[src/rtl/dram_arb_pkg.sv]
// Shared types and constants for the two-requester DRAM request arbiter.
package dram_arb_pkg;

    localparam int LEN_W           = 4;
    localparam int ADDR_W          = 32;
    localparam int DATA_W          = 32;
    localparam int STRB_W          = 4;
    localparam int ID_W            = 4;
    localparam int TIMEOUT_DEFAULT = 1023;

    localparam logic [1:0] BURST_FIXED = 2'b00;
    localparam logic [1:0] BURST_INCR  = 2'b01;
    localparam logic [1:0] BURST_WRAP  = 2'b10;

    localparam logic [1:0] RESP_OKAY   = 2'b00;
    localparam logic [1:0] RESP_EXOKAY = 2'b01;
    localparam logic [1:0] RESP_SLVERR = 2'b10;
    localparam logic [1:0] RESP_DECERR = 2'b11;

    localparam logic [2:0] SIZE_WORD = 3'd2;

    typedef enum logic [2:0] {
        ST_IDLE,
        ST_ADDR,
        ST_RDATA,
        ST_WDATA,
        ST_BRESP
    } state_e;

endpackage

[src/rtl/rr_arb2.sv]
// Two-way round-robin grant; the pointer holds the last-served requester.
module rr_arb2 (
    input  logic       clk,
    input  logic       rst,
    input  logic [1:0] req,
    input  logic       upd_en,
    input  logic       upd_idx,
    output logic       gnt_valid,
    output logic       gnt_idx
);

    logic last_q, last_d;

    always_comb begin
        last_d = upd_en ? upd_idx : last_q;
    end

    // Reset to 1 so requester 0 wins the first contested arbitration.
    always_ff @(posedge clk or negedge rst) begin
        if (!rst) last_q <= 1'b1;
        else      last_q <= last_d;
    end

    assign gnt_valid = |req;
    assign gnt_idx   = (req == 2'b11) ? ~last_q : req[1];

endmodule

[src/rtl/dram_req_arbiter.sv]
// Arbitrates instruction/data requesters onto one AXI-style DRAM port,
// one transaction outstanding at a time, with timeout and length checking.
module dram_req_arbiter
    import dram_arb_pkg::*;
#(
    parameter int TIMEOUT = TIMEOUT_DEFAULT
) (
    input  logic                   clk,
    input  logic                   rst,
    input  logic [1:0]             req_valid,
    input  logic [1:0]             req_write,
    input  logic [1:0][ADDR_W-1:0] req_addr,
    input  logic [1:0][LEN_W-1:0]  req_len,
    output logic [1:0]             req_ready,
    input  logic [1:0][DATA_W-1:0] wdata,
    input  logic [1:0][STRB_W-1:0] wstrb,
    input  logic [1:0]             wvalid,
    output logic [1:0]             wready,
    output logic [DATA_W-1:0]      rdata,
    output logic [1:0]             rvalid,
    output logic                   rlast,
    output logic [1:0]             bdone,
    output logic                   err,
    output logic [ID_W-1:0]        m_arid,
    output logic [ADDR_W-1:0]      m_araddr,
    output logic [LEN_W-1:0]       m_arlen,
    output logic [2:0]             m_arsize,
    output logic [1:0]             m_arburst,
    output logic                   m_arvalid,
    input  logic                   m_arready,
    output logic [ID_W-1:0]        m_awid,
    output logic [ADDR_W-1:0]      m_awaddr,
    output logic [LEN_W-1:0]       m_awlen,
    output logic [2:0]             m_awsize,
    output logic [1:0]             m_awburst,
    output logic                   m_awvalid,
    input  logic                   m_awready,
    output logic [DATA_W-1:0]      m_wdata,
    output logic [STRB_W-1:0]      m_wstrb,
    output logic                   m_wlast,
    output logic                   m_wvalid,
    input  logic                   m_wready,
    input  logic [DATA_W-1:0]      m_rdata,
    input  logic                   m_rlast,
    input  logic                   m_rvalid,
    output logic                   m_rready,
    input  logic                   m_bvalid,
    output logic                   m_bready
);

    localparam int TMO_W = $clog2(TIMEOUT + 1);
    localparam logic [TMO_W-1:0]  TMO_LIMIT       = TMO_W'(TIMEOUT - 1);
    localparam logic [ADDR_W-1:0] ADDR_ALIGN_MASK = ~ADDR_W'(3);

    state_e            state_q, state_d;
    logic              gnt_q, gnt_d;
    logic              write_q, write_d;
    logic [ADDR_W-1:0] addr_q, addr_d;
    logic [LEN_W-1:0]  len_q, len_d;
    logic [LEN_W-1:0]  beat_q, beat_d;
    logic [TMO_W-1:0]  tmo_q, tmo_d;
    logic              err_q, err_d;
    logic              ptr_upd;
    logic              arb_valid, arb_idx;
    logic              in_addr, in_r, in_w, in_b, any_hs;
    logic [1:0]        gnt_oh;

    rr_arb2 u_rr (
        .clk       (clk),
        .rst       (rst),
        .req       (req_valid),
        .upd_en    (ptr_upd),
        .upd_idx   (gnt_q),
        .gnt_valid (arb_valid),
        .gnt_idx   (arb_idx)
    );

    assign in_addr = (state_q == ST_ADDR);
    assign in_r    = (state_q == ST_RDATA);
    assign in_w    = (state_q == ST_WDATA);
    assign in_b    = (state_q == ST_BRESP);
    assign gnt_oh  = gnt_q ? 2'b10 : 2'b01;

    // Gating with rst keeps the combinational grant quiet while reset is held.
    assign req_ready = (rst && state_q == ST_IDLE && arb_valid) ? (arb_idx ? 2'b10 : 2'b01) : 2'b00;

    assign m_arvalid = in_addr & ~write_q;
    assign m_arid    = m_arvalid ? {{(ID_W-1){1'b0}}, gnt_q} : '0;
    assign m_araddr  = m_arvalid ? addr_q : '0;
    assign m_arlen   = m_arvalid ? len_q : '0;
    assign m_arsize  = m_arvalid ? SIZE_WORD : 3'd0;
    assign m_arburst = m_arvalid ? BURST_INCR : 2'b00;

    assign m_awvalid = in_addr & write_q;
    assign m_awid    = m_awvalid ? {{(ID_W-1){1'b0}}, gnt_q} : '0;
    assign m_awaddr  = m_awvalid ? addr_q : '0;
    assign m_awlen   = m_awvalid ? len_q : '0;
    assign m_awsize  = m_awvalid ? SIZE_WORD : 3'd0;
    assign m_awburst = m_awvalid ? BURST_INCR : 2'b00;

    assign m_rready = in_r;
    assign rvalid   = (in_r & m_rvalid) ? gnt_oh : 2'b00;
    assign rdata    = in_r ? m_rdata : '0;
    assign rlast    = in_r & m_rvalid & m_rlast;

    assign m_wvalid = in_w & wvalid[gnt_q];
    assign wready   = (in_w & m_wready) ? gnt_oh : 2'b00;
    assign m_wdata  = in_w ? wdata[gnt_q] : '0;
    assign m_wstrb  = in_w ? wstrb[gnt_q] : '0;
    assign m_wlast  = in_w & (beat_q == len_q);

    assign m_bready = in_b;
    assign bdone    = (in_b & m_bvalid) ? gnt_oh : 2'b00;
    assign err      = err_q;

    assign any_hs = (m_arvalid & m_arready) | (m_awvalid & m_awready) |
                    (m_wvalid & m_wready) | (in_r & m_rvalid) | (in_b & m_bvalid);

    always_comb begin
        state_d = state_q;
        gnt_d   = gnt_q;
        write_d = write_q;
        addr_d  = addr_q;
        len_d   = len_q;
        beat_d  = beat_q;
        tmo_d   = tmo_q;
        err_d   = 1'b0;
        ptr_upd = 1'b0;
        case (state_q)
            ST_IDLE: begin
                if (arb_valid) begin
                    gnt_d   = arb_idx;
                    write_d = req_write[arb_idx];
                    addr_d  = req_addr[arb_idx] & ADDR_ALIGN_MASK;
                    len_d   = req_len[arb_idx];
                    beat_d  = '0;
                    state_d = ST_ADDR;
                end
            end
            ST_ADDR: begin
                if ((m_arvalid && m_arready) || (m_awvalid && m_awready))
                    state_d = write_q ? ST_WDATA : ST_RDATA;
            end
            ST_RDATA: begin
                if (m_rvalid) begin
                    // Saturate so a runaway burst never wraps back to a matching count.
                    beat_d = (beat_q == '1) ? beat_q : beat_q + 1'b1;
                    if (m_rlast) begin
                        state_d = ST_IDLE;
                        ptr_upd = 1'b1;
                        beat_d  = '0;
                        err_d   = (beat_q != len_q);
                    end else begin
                        err_d = (beat_q == len_q);
                    end
                end
            end
            ST_WDATA: begin
                if (m_wvalid && m_wready) begin
                    if (m_wlast) begin
                        state_d = ST_BRESP;
                        beat_d  = '0;
                    end else begin
                        beat_d = beat_q + 1'b1;
                    end
                end
            end
            ST_BRESP: begin
                if (m_bvalid) begin
                    state_d = ST_IDLE;
                    ptr_upd = 1'b1;
                end
            end
            default: state_d = ST_IDLE;
        endcase

        // Watchdog overrides whatever the channel logic decided.
        if (state_q == ST_IDLE || any_hs) begin
            tmo_d = '0;
        end else if (tmo_q == TMO_LIMIT) begin
            state_d = ST_IDLE;
            err_d   = 1'b1;
            ptr_upd = 1'b1;
            tmo_d   = '0;
            beat_d  = '0;
        end else begin
            tmo_d = tmo_q + 1'b1;
        end
    end

    always_ff @(posedge clk or negedge rst) begin
        if (!rst) begin
            state_q <= ST_IDLE;
            gnt_q   <= 1'b0;
            write_q <= 1'b0;
            addr_q  <= '0;
            len_q   <= '0;
            beat_q  <= '0;
            tmo_q   <= '0;
            err_q   <= 1'b0;
        end else begin
            state_q <= state_d;
            gnt_q   <= gnt_d;
            write_q <= write_d;
            addr_q  <= addr_d;
            len_q   <= len_d;
            beat_q  <= beat_d;
            tmo_q   <= tmo_d;
            err_q   <= err_d;
        end
    end

endmodule

[config.mk]
export PLATFORM = sky130hd
export DESIGN_NAME = dram_req_arbiter
export DESIGN_NICKNAME = d
export VERILOG_FILES = /design/src/rtl/dram_arb_pkg.sv /design/src/rtl/rr_arb2.sv /design/src/rtl/dram_req_arbiter.sv
export SDC_FILE = /design/constraint.sdc
export NUM_CORES = 1
export LEC_CHECK = 0
export ABC_AREA = 1
export ABC_CLOCK_PERIOD_IN_PS = 1600
export CORE_AREA = 8 8 137 139
export DETAILED_ROUTE_END_ITERATION = 10
export DIE_AREA = 0 0 145 147
export HOLD_SLACK_MARGIN = 0.05
export PLACE_DENSITY = 0.7
export SYNTH_ARGS = -nofsm -noshare
export SYNTH_HDL_FRONTEND = slang
export SYNTH_SLANG_ARGS = --single-unit
[constraint.sdc]
create_clock -name clk -period 1.6 [get_ports clk]
set_input_delay 0.24 -clock clk [delete_from_list [all_inputs] [get_ports clk]]
set_output_delay 0.24 -clock clk [all_outputs]
set_load 0.05 [all_outputs]
After elaboration in Yosys (flattened, before gate mapping)
Index checks and enable logic that the tools add are counted.
W data, S select, Z words.
{"block": "totals", "input_bits": 190, "out_inout_bits": 174, "register_bits": 55, "wordCells": 114}
{"block": "op_classes", "mux": 65, "reduce_logical": 10, "bitwise_logic": 17, "n_lt_le_gt_ge": 2, "add_sub_neg": 2, "n_eq_ne": 9}
{"cell": "$mux W32", "n": 8}
{"cell": "$mux W4", "n": 15}
{"cell": "$mux W3", "n": 9}
{"cell": "$mux W1", "n": 20}
{"cell": "$mux W10", "n": 2}
{"cell": "$mux W2", "n": 8}
{"cell": "$pmux W3 S5", "n": 1}
{"cell": "$pmux W4 S3", "n": 1}
{"cell": "$and A1 B1 Y1", "n": 11}
{"cell": "$add A10 B1 Y10 const B", "n": 1}
{"cell": "$eq A10 B10 Y1 const B", "n": 1}
{"cell": "$eq A3 B2 Y1 const B", "n": 2}
{"cell": "$logic_and A1 B1 Y1", "n": 5}
{"cell": "$add A4 B1 Y4 const B", "n": 1}
{"cell": "$eq A4 B4 Y1", "n": 1}
{"cell": "$eq A4 B4 Y1 const B", "n": 1}
{"cell": "$lt A1 B2 Y1 const B", "n": 2}
{"cell": "$ne A4 B4 Y1", "n": 1}
{"cell": "$or A1 B1 Y1", "n": 4}
{"cell": "$eq A3 B1 Y1 const B", "n": 1}
{"cell": "$eq A3 B3 Y1 const B", "n": 1}
{"cell": "$logic_not A3 Y1", "n": 1}
{"cell": "$eq A2 B2 Y1 const B", "n": 1}
{"cell": "$logic_or A1 B1 Y1", "n": 2}
{"cell": "other kinds (4)", "n": 5}

Logic depth before layout (Yosys ltp)
Gate-level depths: netlist (run 1).
{"block": "logic_depth", "ltp_word": 9, "mapped_depth": 11, "ltp_nobuf": 10}

Hierarchy
Synthesis (run 1) repeated with hierarchy kept, for this count alone.
{"block": "hier_totals", "hier_cells": 821, "area_unflattened_um2": 4720.8}
{"module": "dram_req_arbiter", "instances": 1, "area_each_um2": 4664.5, "cells_each": 813, "seq_area_each_um2": 1351.3}
{"module": "rr_arb2", "instances": 1, "area_each_um2": 56.3, "cells_each": 8, "seq_area_each_um2": 26.3}

Worst setup path before layout (run 1)
OpenSTA, ideal clock, no wires.
{"block": "synth_path", "path_kind": "register to output", "start": "reg u_rr.last_q", "end": "out req_ready[0]", "path_buffers": 1, "path_stages_with_launch": 6, "setup_slack_ns": -0.805, "arrival_time_ns": 2.165, "required_time_ns": 1.360, "cell_sequence": "dfstp_2 > nand2_1 > nand2_1 > inv_1 > clkbuf_1 > nor3_1"}
{"block": "synth_via", "elab_chain_cells": 4}
{"element": "start, declared", "line": "rr_arb2.sv:12", "text": "logic last_q, last_d;"}
{"element": "start signal, assigned", "line": "rr_arb2.sv:21", "text": "else last_q <= last_d;"}
{"element": "$not A1 Y1", "line": "rr_arb2.sv:25", "text": "assign gnt_idx = (req == 2'b11) ? ~last_q : req[1];"}
{"element": "$mux W1", "line": "rr_arb2.sv:25"}
{"element": "$mux W2 (2 in a row)", "line": "dram_req_arbiter.sv:85", "text": "assign req_ready = (rst && state_q == ST_IDLE && arb_valid) ? (arb_idx ? 2'b10 : 2'b01) : 2'b00;"}
{"element": "end, declared", "line": "dram_req_arbiter.sv:14", "text": "output logic [1:0] req_ready,"}
No other way between the ends.

Worst setup path in the final report (run 1)
{"block": "layout_path", "start": "reg state_q[2]", "end": "out rdata[19]"}
{"block": "layout_via", "elab_chain_cells": 2}
{"element": "start, declared", "line": "dram_req_arbiter.sv:55", "text": "state_e state_q, state_d;"}
{"element": "start signal, assigned", "line": "dram_req_arbiter.sv:202", "text": "state_q <= state_d;"}
{"element": "$eq A3 B2 Y1", "line": "dram_req_arbiter.sv:79", "text": "assign in_r = (state_q == ST_RDATA);"}
{"element": "$mux W32", "line": "dram_req_arbiter.sv:103", "text": "assign rdata = in_r ? m_rdata : '0;"}
{"element": "end, declared", "line": "dram_req_arbiter.sv:19", "text": "output logic [DATA_W-1:0] rdata,"}
No other way between the ends.

==> results.sh, run 1 <==
export IMPL_status="finished, violations left"
export IMPL_violations="negative setup slack"
export IMPL_viasPerCell=4.61
export IMPL_p_per_area_nw_per_um2=1870
export IMPL_required_ns=1.36
export IMPL_nFillCells=1137
export IMPL_power_internal_mw=10.8
export IMPL_htreeDepth=2
export IMPL_path_class="register to output pin"
export IMPL_wl_per_cell_um=17.6
export IMPL_layout_drive_gt1_share_pct=42.5
export IMPL_drt_pass1_iter_count=4
export IMPL_layout_setup_ws_ns=-0.289
export IMPL_met1_usage_pct=24.1
export IMPL_period_needed_ns=1.89
export IMPL_arrival_ns=1.65
export IMPL_cp_start_kind="register"
export IMPL_initial_utilization_pct=27.4
export IMPL_cts_sinks=55
export IMPL_yosysSeqAreaShare_pct=30.0
export IMPL_core_sq_um=16800
export IMPL_drc=0
export IMPL_min_period_over_period_pct=118
export IMPL_top_usage_layer="met2"
export IMPL_hpwl_mm=18.8
export IMPL_synth_area_leader_cell="dfrtp_1"
export IMPL_antenna_found_initial=4
export IMPL_rsz0062_at_grt="true"
export IMPL_cts_made_buffers=5
export IMPL_grt_max_degree=60
export IMPL_fin_util_pct=70.8
export IMPL_die_w_um=145
export IMPL_netlist_instances=764
export IMPL_fin_skew_ns=0.00314
export IMPL_slew_headroom_pct=51.0
export IMPL_drtIter0Drc=222
export IMPL_setup_viol_count_final=176
export IMPL_gr_usage_met2_pct=38.0
export IMPL_pwr_share_comb_pct=84.1
export IMPL_clk_path_buf_depth=2
export IMPL_cts_root_buffer="clkbuf_16"
export IMPL_portBuffers=343
export IMPL_async_flop_share_pct=100
export IMPL_synthDominantCellAreaShare_pct=29.4
export IMPL_clkTransAtPathRegs_ns=0.07
export IMPL_gr_usage_all_layers_pct=21.5
export IMPL_yosys_cell_count_top_type="nand2_1"
export IMPL_gp_congestion=0.860
export IMPL_swShare_pct=51.6
export IMPL_hold_class="primary input to asynchronous set/reset pin"
export IMPL_regArea_sq_um=1380
export IMPL_ir_drop_mv=0.894
export IMPL_synthTopCellsByArea="dfrtp_1 29%, nand2_1 17%, nor2_1 14%, inv_1 10%, o22ai_1 4.8%"
export IMPL_r2r_cells=10
export IMPL_yosys_top_cells_count="202 x nand2_1, 170 x nor2_1, 126 x inv_1, 54 x dfrtp_1, 35 x o22ai_1"
export IMPL_insertion_delay_ns=0.29
export IMPL_finish_net_count=1375
export IMPL_drt_wl_total_mm=24.9
export IMPL_grt_overflow=0
export IMPL_ys_ff_latch=55
export IMPL_dieHeight_um=147
export IMPL_power_share_sequential_pct=10.4
export IMPL_rows=48
export IMPL_hold_buffers=0
export IMPL_first_global_vias=6652
export IMPL_final_max_slew_viol_count=0
export IMPL_synth_edff_count=0
export IMPL_worst_slew_pin_slew_ns=0.735
export IMPL_yosys_warnings=0
export IMPL_crit_fanout=8
export IMPL_met3_usage_pct=7.20
export IMPL_vias=6490
export IMPL_pwr_share_clk_pct=5.5
export IMPL_drtAntennaViolNets=0
export IMPL_setup_worst_path_end_class="output pin"
export IMPL_area_delta_synth_final_pct=158
export IMPL_timing_hold_violations_final=0
export IMPL_dieArea_sq_um=21300
export IMPL_avgSynthCellArea_sq_um=6.01
export IMPL_synth_top_flop_cell="dfrtp_1"
export IMPL_power_switching_mw=11.5
export IMPL_max_cap_violations=0
export IMPL_cts_tree="built"
export IMPL_p_total_mw=22.2
export IMPL_multi_input_area_sq_um=3500
export IMPL_fmax_ghz=0.529
export IMPL_syn_cell_area_sq_um=4590
export IMPL_p_leak_nw=5.28
export IMPL_grt_pass1_wl_mm=37.0
export IMPL_ios=364
export IMPL_yosysUniqueCellTypes=33
-- final cells by class --
type | count | area share (%)
antenna | 2 | 0.0422
clock buffer | 6 | 1.09
clock inverter | 1 | 0.253
inverter | 134 | 5.12
multi-input combinational | 535 | 29.5
sequential | 55 | 11.6
tap | 225 | 2.37
timing repair buffer | 451 | 50.0
-- power by group through the flow --
stage | registers [mW] | clock network (mW) | logic (mW)
after floorplan | 2.27 | 0 | 9.50
after global placement | 2.30 | 0 | 15.6
after detailed placement | 2.33 | 0 | 15.8
after CTS | 2.28 | 1.26 | 17.4
after global routing | 2.37 | 1.30 | 19.7
final | 2.31 | 1.23 | 18.7
-- sequential cells by signal, indices dropped and copies added (netlist names) --
signal / flops
len_q: 4
err: 1
u_rr.last_q: 1
tmo_q: 10
beat_q: 4
addr_q: 30
write_q: 1
state_q: 3
gnt_q: 1
-- per-layer routing --
| metal | up-vias | share of wire (%) |
|---|---|---|
| met1 | 3031 | 38 |
| met5 | - | 0.11 |
| met4 | 4 | 2.6 |
| met3 | 39 | 7.7 |
| li1 | 3109 | - |
| met2 | 307 | 51 |
-- cell families (layout without fill, tap and decap cells) --
logic type | Yosys count | count (layout) | share of synthesized area (%)
AND/OR/NAND/NOR | 425 | 426 | 39.2
buffers and inverters | 190 | 592 | 18.1
AO/OA/AOI/OAI | 81 | 81 | 10.1
flip-flops | 55 | 55 | 30.0
XOR/XNOR | 9 | 9 | 1.72
adder cells (fa/ha/maj) | 3 | 3 | 0.817
other | 1 | 18 | 0.0816
-- worst max-delay path: stages, from the launching register on --
cell and delay [ns]:
dfrtp_1 0.42, inv_4 0.11, buf_6 0.12, nand3_4 0.12
bufbuf_16 0.32, nor2_4 0.11, buf_12 0.14
-- path summary, 6_finish.rpt --
check                            start     endpoint  slack (ns)
max in group asynchronous          rst   state_q[0]        0.95
setup / recovery            state_q[2]    rdata[19]       -0.29
setup reg to reg            state_q[2]    beat_q[1]       -0.23
hold reg to reg            u_rr.last_q  u_rr.last_q        0.51
min in group clk           u_rr.last_q  u_rr.last_q        0.51
hold / removal                     rst     tmo_q[0]        0.13
-- through the flow --
stage	cells	setup WS (ns)	hold slack, ns	TNS [ns]	area, sq um
final	1409	-0.289	0.134	-37.20	11900
after global routing	1409	-0.357	0.204	-48.15	11900
after CTS	1385	-0.282	0.161	-34.11	11300
after detailed placement	1351	-0.114	0.473	-3.01	10400
after global placement	1351	-0.111	0.478	-2.01	10400
after floorplan	779	-0.263	-0.0556	-19.28	5440
-- what timing repair did --
| item | in CTS | in global routing |
|---|---|---|
| gates cloned | 5 | 5 |
| pin swaps | 10 | 19 |
| setup endpoints to repair | 158 | 179 |
| resized for setup | 109 | 98 |
| setup buffers | 25 | 18 |
-- cell usage in the layout, fill, tap and decap left out, types with 3 or more instances in the layout --
master	synthesis	layout
nor3_2	3	5
conb_1	1	16
nor3_1	11	8
clkbuf_16	0	8
nor2_2	5	12
buf_12	0	133
nand2_2	3	31
inv_2	7	6
nor2_1	170	54
buf_6	0	38
nand3_4	2	4
dfrtp_2	0	3
dfrtp_1	54	51
a21oi_1	4	4
nand2_1	202	162
o22ai_1	35	35
o21ai_2	2	3
clkdlybuf4s50_1	0	184
nor2_4	4	113
inv_1	126	102
o21ai_0	33	33
ha_1	3	3
buf_4	27	70
nand2_4	3	16
clkinvlp_4	0	20
o21ai_1	6	5
nand3_1	12	11
xor2_1	7	7
buf_8	0	18
Power figures use the tool's default switching activity.
==> inputs of run 2 (changes only) <==
--- a/config.mk
+++ b/config.mk
@@ -7,6 +7,7 @@
 export LEC_CHECK = 0
 export ABC_AREA = 1
 export ABC_CLOCK_PERIOD_IN_PS = 1600
+export CAP_MARGIN = 20
 export CORE_AREA = 8 8 137 139
 export DETAILED_ROUTE_END_ITERATION = 10
 export DIE_AREA = 0 0 145 147
==> results of run 2 <==
Final layout, timing and power as in run 1 (identical DEF).
